[src/rtl/button_conditioner.sv]
// Synchronises, debounces and pulse-stretches the set-alarm/up/down keys.
// Define BTN_AUTOREPEAT_EN to add hold-to-repeat on the up and down keys.
module button_conditioner #(
   parameter int unsigned DEBOUNCE_CYCLES     = 1000000,
   parameter int unsigned PULSE_CYCLES        = 4,
   parameter int unsigned REPEAT_DELAY_CYCLES = 25000000,
   parameter int unsigned REPEAT_RATE_CYCLES  = 5000000,
   parameter bit          KEY_ACTIVE_LOW      = 1'b1
) (
   input  logic       clk_clk,
   input  logic       reset_reset_n,
   input  logic [2:0] key_raw,
   output logic       btn_set_alarm,
   output logic       btn_up,
   output logic       btn_down,
   output logic [2:0] btn_held
);

   localparam logic [31:0] DB_LAST    = 32'(DEBOUNCE_CYCLES - 1);
   localparam logic [31:0] PULSE_LOAD = 32'(PULSE_CYCLES - 1);

   logic [2:0] key_norm;
   logic [2:0] stable;
   logic [2:0] press_evt;
   logic [2:0] event_req;
   logic [2:0] pulse;

   genvar gi;

   assign key_norm = KEY_ACTIVE_LOW ? ~key_raw : key_raw;

   for (gi = 0; gi < 3; gi++) begin : g_key
      logic        sync1_reg;
      logic        sync2_reg;
      logic        stable_reg;
      logic        stable_prev_reg;
      logic [31:0] db_cnt_reg;

      always_ff @(posedge clk_clk or negedge reset_reset_n) begin
         if (!reset_reset_n) begin
            sync1_reg       <= 1'b0;
            sync2_reg       <= 1'b0;
            stable_reg      <= 1'b0;
            stable_prev_reg <= 1'b0;
            db_cnt_reg      <= '0;
         end else begin
            sync1_reg       <= key_norm[gi];
            sync2_reg       <= sync1_reg;
            stable_prev_reg <= stable_reg;
            if (sync2_reg == stable_reg) begin
               db_cnt_reg <= '0;
            end else if (db_cnt_reg == DB_LAST) begin
               stable_reg <= sync2_reg;
               db_cnt_reg <= '0;
            end else begin
               db_cnt_reg <= db_cnt_reg + 32'd1;
            end
         end
      end

      assign stable[gi]    = stable_reg;
      assign press_evt[gi] = stable_reg & ~stable_prev_reg;
   end

`ifdef BTN_AUTOREPEAT_EN
   typedef enum logic [1:0] {ST_IDLE, ST_PRESS, ST_REPEAT} rpt_state_t;

   localparam logic [31:0] DELAY_LOAD = 32'(REPEAT_DELAY_CYCLES - 1);
   localparam logic [31:0] RATE_LOAD  = 32'(REPEAT_RATE_CYCLES - 1);

   logic both_held;

   // Holding up and down together parks both FSMs so neither scrolls.
   assign both_held = stable[1] & stable[2];

   for (gi = 1; gi < 3; gi++) begin : g_rpt
      rpt_state_t  state_reg;
      logic [31:0] rpt_cnt_reg;
      logic        evt;

      always_comb begin
         evt = 1'b0;
         if (state_reg == ST_IDLE)
            evt = press_evt[gi];
         else
            evt = stable[gi] & ~both_held & (rpt_cnt_reg == 32'd0);
      end

      always_ff @(posedge clk_clk or negedge reset_reset_n) begin
         if (!reset_reset_n) begin
            state_reg   <= ST_IDLE;
            rpt_cnt_reg <= '0;
         end else begin
            case (state_reg)
               ST_IDLE: begin
                  if (press_evt[gi]) begin
                     state_reg   <= ST_PRESS;
                     rpt_cnt_reg <= DELAY_LOAD;
                  end
               end
               default: begin
                  if (!stable[gi]) begin
                     state_reg <= ST_IDLE;
                  end else if (both_held) begin
                     state_reg   <= ST_PRESS;
                     rpt_cnt_reg <= DELAY_LOAD;
                  end else if (rpt_cnt_reg == 32'd0) begin
                     state_reg   <= ST_REPEAT;
                     rpt_cnt_reg <= RATE_LOAD;
                  end else begin
                     rpt_cnt_reg <= rpt_cnt_reg - 32'd1;
                  end
               end
            endcase
         end
      end

      assign event_req[gi] = evt;
   end

   assign event_req[0] = press_evt[0];
`else
   assign event_req = press_evt;
`endif

   // Events arriving while a pulse is already high are dropped.
   for (gi = 0; gi < 3; gi++) begin : g_pulse
      logic [31:0] cnt_reg;
      logic        out_reg;

      always_ff @(posedge clk_clk or negedge reset_reset_n) begin
         if (!reset_reset_n) begin
            cnt_reg <= '0;
            out_reg <= 1'b0;
         end else if (!out_reg) begin
            if (event_req[gi]) begin
               out_reg <= 1'b1;
               cnt_reg <= PULSE_LOAD;
            end
         end else if (cnt_reg != 32'd0) begin
            cnt_reg <= cnt_reg - 32'd1;
         end else begin
            out_reg <= 1'b0;
         end
      end

      assign pulse[gi] = out_reg;
   end

   assign btn_set_alarm = pulse[0];
   assign btn_up        = pulse[1];
   assign btn_down      = pulse[2];
   assign btn_held      = stable;

endmodule

[config.mk]
export PLATFORM = sky130hd
export DESIGN_NAME = button_conditioner
export DESIGN_NICKNAME = d
export VERILOG_FILES = /design/src/rtl/button_conditioner.sv
export SDC_FILE = /design/constraint.sdc
export NUM_CORES = 1
export LEC_CHECK = 0
export CAP_MARGIN = 10
export CORE_MARGIN = 4
export CORE_UTILIZATION = 55
export DETAILED_ROUTE_END_ITERATION = 8
export PLACE_DENSITY = 0.76
export RECOVER_POWER = 50
export SKIP_LAST_GASP = 1
export SLEW_MARGIN = 20
export SYNTH_ARGS = -nofsm -noshare
export SYNTH_HDL_FRONTEND = slang
export SYNTH_SLANG_ARGS = --single-unit
[constraint.sdc]
create_clock -name clk_clk -period 4.1 [get_ports clk_clk]
set_input_delay 0.82 -clock clk_clk [delete_from_list [all_inputs] [get_ports clk_clk]]
set_output_delay 0.82 -clock clk_clk [all_outputs]
set_load 0.05 [all_outputs]
==> summary.md, run 1 <==
| Metric | Value |
|---|---|
| Status | finished, violations left |
| Failing checks | max-capacitance violations, max-slew violations |
| Die Area | 21,500 um^2 |
| Main synth FF type | dfrtp_1 |
| Worst R2R End | g_pulse[0].cnt_reg[0] |
| Synth top cells by count | dfrtp_1, nor2_1, nand2_1 |
| First-pass GRT wire length | 38.1 mm |
| Row count | 50 |
| Final #Nets | about 1,100 |
| Final WL | approximately 22 mm |
| # port buffers | 10 |
| Clk root buf | clkbuf_16 |
| Synthesized area | 10,600 um^2 |
| GR met2 Demand/Resource | 33.7% |
| Worst-Skew Late Latency | 0.51 ns |
| Hold Path Sink | g_key[2].sync2_reg |
| Synthesized Nets | 1,090 |
| Mapped Avg Cell Area | 9.79 um^2 |
| Delay-heaviest family, CP | buffers and inverters |
| Setup Fix Bufs, Post-CTS | 0 |
| Slowest CP cell | clkdlybuf4s50_1 |
| Crit path capture type | primary output |
| Final Non-Filler Cells | 1,322 |
| CP max stage delay | 0.93 ns |
| Cells after DPL | 1,284 |
| Relative slew slack | -34.8% |
| # DRC | 0 |
| P_leak | 5.22 nW |
| Netlist cell types | between 60 and 70 |
| Via/cell ratio | 6.14 |
| Detailed Place HPWL | 13.8 mm |
| Initial Util | 56.3% |
| Design Power | 4.16 mW |
| Global-route total usage across every layer | about a fifth |
| Clk slew on worst S/H paths | 0.06 ns |
| Initial antenna violation count | 0 |
| Worst-path cell chain | clkdlybuf4s50_1 |
| Min Tclk post-route | approximately 3 ns |
| DR vias | roughly 8,100 |
| Syn Inst Count | 1,079 |
| Ys Warns | 0 |
| Worst EP arrival | 2.18 ns |
| Layout cells sized above 1 | 6.89% |
| Fin Setup TNS | 0 ns |
| FF-to-FF Start | g_pulse[0].cnt_reg[0] |
| Seq/Total Area, Yosys | 49.1% |
| Worst min-delay path category | flop to flop |
| Setup Viol. Count Final | 0 |
| Initial drt markers | slightly above 500 |
| Fraction of registers with async set/reset | 100% |
| Pwr dens | 361 nW/um^2 |
| Routed length per instance | 16.3 um |
| Kind of critical path | flop to primary output |
| Layout area overhead | 9.19% |
| IO Count | 11 |
| Critical path buffer and inverter count | 1 |
| Fin Clk Skew | 0.0125 ns |
| Busiest grt layer | met2 |
| Drt pass-1 iters | 5 |
| CTS buffer count | 23 |
| Count leader, synth | dfrtp_1 |
| Hold path startpoint | g_key[2].sync1_reg |
| Worst R2R Setup Slack | 1.31 ns |
| CTS Sinks | 207 |
| M3 GR Usage | 3.17% |
| Crit path required time | 3.28 ns |
| Met1 Use GR | between 20% and 30% |
| Filler Cell Count | 1,543 |
| Gp weighted congestion | about 0.85 |
| Area contributors post-synth | dfrtp_1, xor2_1, nor2_1 |
| CP Max Fanout | 18 |
| Via count of the first global-routing pass | 7,972 |
| Post-CTS resize count | 0 |
| H-tree lvl count | 1 |
| Hold Buf Count CTS | 0 |
| Maximum vdd drop | 0.000276 V |
| Largest net degree at the start of global routing | 81 |
| Top cell type's share of synthesized area | 49.1% |
| Die H | 147 um |
| Slew Viols, Final | 81 |
| Unrepaired setup endpoints after global routing | false |
| Post-synth EDFFs | 0 |
| Die width | 147 um |
| GRT Residual Overflow | 0 |
| Final Cycle Share | 73.2% |
| Max Cap Viol | 1 |
| Hold-critical path depth | 0 |
| Worst Tran Pin Value | 2.02 ns |
| Cell taking the most area after synthesis | dfrtp_1 |
| F_max | 333 MHz |
| CTS tree | yes |
| N_diodes | 0 |
| Core area | 18,800 um^2 |
| FF+latch count, synth | 207 |
| Max Buffers Root-to-Sink | 3 |
| Post-route ant nets | 0 |
| Worst setup SP type | flop |
| Hold Vio Cnt, Final | 0 |
| R2R depth | 7 |
==> how the worst max path moves through the flow <==
stage                           from                endpoint  depth (start not counted)
5_1_grt                reset_reset_n   g_pulse[0].cnt_reg[6]                          2
4_1_cts                btn_set_alarm           btn_set_alarm                          1
6_report               btn_set_alarm           btn_set_alarm                          1
3_5_place_dp   g_pulse[1].cnt_reg[0]  g_pulse[1].cnt_reg[30]                          7
2_1_floorplan  g_pulse[1].cnt_reg[0]   g_pulse[1].cnt_reg[0]                          7
3_3_place_gp   g_pulse[2].cnt_reg[0]   g_pulse[2].cnt_reg[0]                          8
==> through the flow <==
stage	setup WS (ns)	area, um^2	hold WS [ns]	util [%]
after global placement	1.44	10800	0.333	57.6
after detailed placement	1.34	10800	0.336	57.6
final	1.10	11500	0.349	61.4
after CTS	1.07	11500	0.350	61.5
after global routing	0.644	11500	0.361	61.4
after floorplan	1.70	10600	0.331	-
==> area by class of cell <==
class                           count  area (um^2)  area share [%]
Clock buffer                       33          653            5.66
Clock inverter                      5         82.6           0.716
Inverter                           17         63.8           0.553
Multi-Input combinational cell    808         5110            44.3
Sequential cell                   207         5180            44.9
Tap cell                          234          293            2.54
Timing Repair Buffer               18          146            1.27
==> placed cells by master (no fill, tap or decap), drive strengths merged, types with 23 or more instances in the layout <==
cell and n:
nor3 32, clkbuf 37, xnor2 31, nor2 137, or4 23, dfrtp 207
nand4 51, mux2i 29, nand2 87, nand3 59, xor2 73, nor4 54
o21ai 24
==> logic make-up (layout without fill, tap and decap cells) <==
kind of cell | after synthesis | count (layout) | share of synthesized area (%)
AND/OR/NAND/NOR | 551 | 551 | 28.0
buffers and inverters | 64 | 73 | 2.54
adder cells (fa/ha/maj) | 6 | 6 | 0.711
XOR/XNOR | 104 | 104 | 8.63
flip-flops | 207 | 207 | 49.1
AO/OA/AOI/OAI | 112 | 112 | 7.61
multiplexers | 35 | 35 | 3.42
==> power breakdown <==
part | internal [mW] | switching [mW]
sequential | 2.05 | 0.00839
clock | 1.23 | 0.797
combinational | 0.0124 | 0.0615
==> layer usage <==
layer	routed length, um	vias up
li1	-	3948
met1	10200	4011
met2	10300	131
met3	706	33
met4	370	0
met5	0	-
No activity file was read; power rests on OpenSTA's default activity.
==> inputs of run 2 (changes only) <==
==> constraint.sdc (replaced) <==
create_clock -name clk_clk -period 3 [get_ports clk_clk]
set_input_delay 0.6 -clock clk_clk [delete_from_list [all_inputs] [get_ports clk_clk]]
set_output_delay 0.6 -clock clk_clk [all_outputs]
set_load 0.05 [all_outputs]
==> summary.md, run 2 (synthesized netlist as in run 1, its figures left out) <==
| Metric | Value |
|---|---|
| Setup Fix Bufs, Post-CTS | 0 (unchanged) |
| Final Cycle Share | 88.0% |
| First-pass GRT wire length | 36.6 mm (-4.1%) |
| Die width | 147 um (unchanged) |
| Initial Util | 56.3% (unchanged) |
| IO Count | 11 (unchanged) |
| Final Instance Area | 11,700 um^2 (+1.3%) |
| Failing checks | max-capacitance violations, max-slew violations |
| Post-CTS resize count | 0 (unchanged) |
| Via count of the first global-routing pass | 7,653 (-4.0%) |
| Area of the multi-input gates | 5110 um^2 (unchanged) |
| CTS Sinks | 207 (unchanged) |
| Worst min-delay path category | flop to flop |
| Kind of critical path | flop to flop |
| Final #Nets | 1,099 (+1.2%) |
| Worst R2R Setup Slack | 0.36 ns (-0.95 ns) |
| Critical path buffer and inverter count | 1 (unchanged) |
| Detailed Place HPWL | 13.6 mm (-1.0%) |
| Routed length per instance | 15.5 um (-4.9%) |
| P_leak | 5.31 nW (+1.8%) |
| Worst-Skew Late Latency | 0.50 ns (about the same) |
| Maximum vdd drop | 0.000479 V (+74%) |
| Layout cells sized above 1 | 8.54% (+1.6 points) |
| Most frequent cells in the layout | dfrtp_1, nor2_1, nand2_1 |
| Max Buffers Root-to-Sink | 3 (unchanged) |
| Clk root buf | clkbuf_16 |
| Delay-heaviest family, CP | simple AND/OR/NAND/NOR gates |
| Final WL | 20.7 mm (-3.9%) |
| Crit path required time | 3.38 ns (+0.10 ns) |
| Commonest non-fill, non-tap cell in the layout | dfrtp_1 |
| GRT Residual Overflow | 0 (unchanged) |
| Layout area overhead | 10.6% |
| Hold Buf Count CTS | 0 (unchanged) |
| Core area | 18,800 um^2 (unchanged) |
| Worst setup SP type | flop |
| DR vias | 8,056 (-0.82%) |
| Unrepaired setup endpoints after global routing | false |
| Hold path startpoint | g_key[1].sync1_reg |
| Die Area | 21,500 um^2 (unchanged) |
| N_diodes | 0 (unchanged) |
| Initial drt markers | 531 (+3.9%) |
| Fin Clk Skew | 0.00724 ns (-0.00523 ns) |
| Die H | 147 um (unchanged) |
| Worst Tran Pin Value | 1.77 ns (-0.251 ns) |
| Largest net degree at the start of global routing | 70 (-14%) |
| FF/Latch Area | 5180 um^2 (unchanged) |
| Slowest CP cell | or4b_1 |
| F_max | 379 MHz |
| Worst-path cell chain | inv_1, ha_1, or4b_1, or3_1, o31ai_4, nand2_1, mux2_2 |
| Initial antenna violation count | 0 (unchanged) |
| Hold Path Sink | g_key[1].sync2_reg |
| FF-to-FF Start | g_pulse[1].cnt_reg[0] |
| Via/cell ratio | 6.03 (-1.8%) |
| Hold-critical path depth | 0 (unchanged) |
| R2R depth | 7 (unchanged) |
| CP Max Fanout | 10 (-8) |
| Worst EP arrival | 3.02 ns (+0.84 ns) |
| Max Cap Viol | 1 (unchanged) |
| Final Core Density | 62.2% (+0.79 points) |
| Global-route total usage across every layer | 19.5% (-1.1 points) |
| Status | finished, violations left |
| Gp weighted congestion | 0.833 (-1.9%) |
| Crit path capture type | flop |
| Setup Viol. Count Final | 0 (unchanged) |
| Worst R2R End | g_pulse[1].cnt_reg[0] |
| Filler Cell Count | 1,534 (-0.58%) |
| Relative slew slack | -18.1% (+17 points) |
| # port buffers | 10 (unchanged) |
| Fin Setup TNS | 0 ns (unchanged) |
| Hold Vio Cnt, Final | 0 (unchanged) |
| H-tree lvl count | 1 (unchanged) |
| Row count | 50 (unchanged) |
| Design Power | 5.77 mW (+39%) |
| Pwr dens | 494 nW/um^2 (+37%) |
| Post-route ant nets | 0 (unchanged) |
| Drt pass-1 iters | 4 (-1) |
| Min Tclk post-route | 2.64 ns |
| CTS tree | yes |
| Placed cell area | 10,900 um^2 (+1.1%) |
| Slew Viols, Final | 69 (-15%) |
| # DRC | 0 (unchanged) |
| Clk slew on worst S/H paths | 0.06 ns (about the same) |
| CP max stage delay | 0.53 ns (-0.40 ns) |
| CTS buffer count | 23 (unchanged) |
run 2: stage by stage:
| step | setup WS (ns) | std cells | hold slack [ns] |
|---|---|---|---|
| CTS | 0.363 | 1335 | 0.113 |
| finish | 0.360 | 1335 | 0.348 |
| global placement | 0.476 | 1297 | 0.333 |
| detailed placement | 0.382 | 1297 | 0.335 |
| floorplan | 0.604 | 1079 | 0.304 |
| global route | 0.220 | 1335 | 0.362 |
run 2: worst max path at each step:
stage                                from  cells past startpoint  slack (ns)               endpoint
finish              g_pulse[1].cnt_reg[0]                      7        0.36  g_pulse[1].cnt_reg[0]
floorplan           g_pulse[1].cnt_reg[0]                      7        0.60  g_pulse[1].cnt_reg[0]
detailed placement  g_pulse[1].cnt_reg[0]                      7        0.38  g_pulse[1].cnt_reg[0]
global route        g_pulse[1].cnt_reg[0]                      7        0.22  g_pulse[1].cnt_reg[0]
CTS                              btn_down                      1        0.36               btn_down
global placement    g_pulse[1].cnt_reg[0]                      7        0.48  g_pulse[1].cnt_reg[0]
run 2: layer usage:
layer	vias to the layer above	global-route usage [%]	routed length (um)
met5	-	0	0
met4	0	4.56	349
met3	29	2.67	650
met2	106	30.6	9450
met1	3943	29.1	10200
li1	3978	-	-
run 2: worst reg2reg max path, cell delays in order (launching register included):
cell	delay, ns
dfrtp_1	0.39
inv_1	0.09
ha_1	0.18
or4b_1	0.53
or3_1	0.48
o31ai_4	0.45
nand2_1	0.13
mux2_2	0.28
run 2: cell type report:
class | instances | area share [%]
flip-flops and latches | 207 | 44.3
multi-input cells | 808 | 43.8
clock buffers | 29 | 5.55
well taps | 234 | 2.51
repair buffers | 31 | 2.23
clock inverters | 9 | 1.05
inverters | 17 | 0.546
run 2: report_power, final:
part           total [mW]  internal, mW  switching, mW
registers            2.82          2.81         0.0111
clock network        2.85          1.77           1.08
logic               0.104        0.0207         0.0829
total                5.77          4.60           1.17
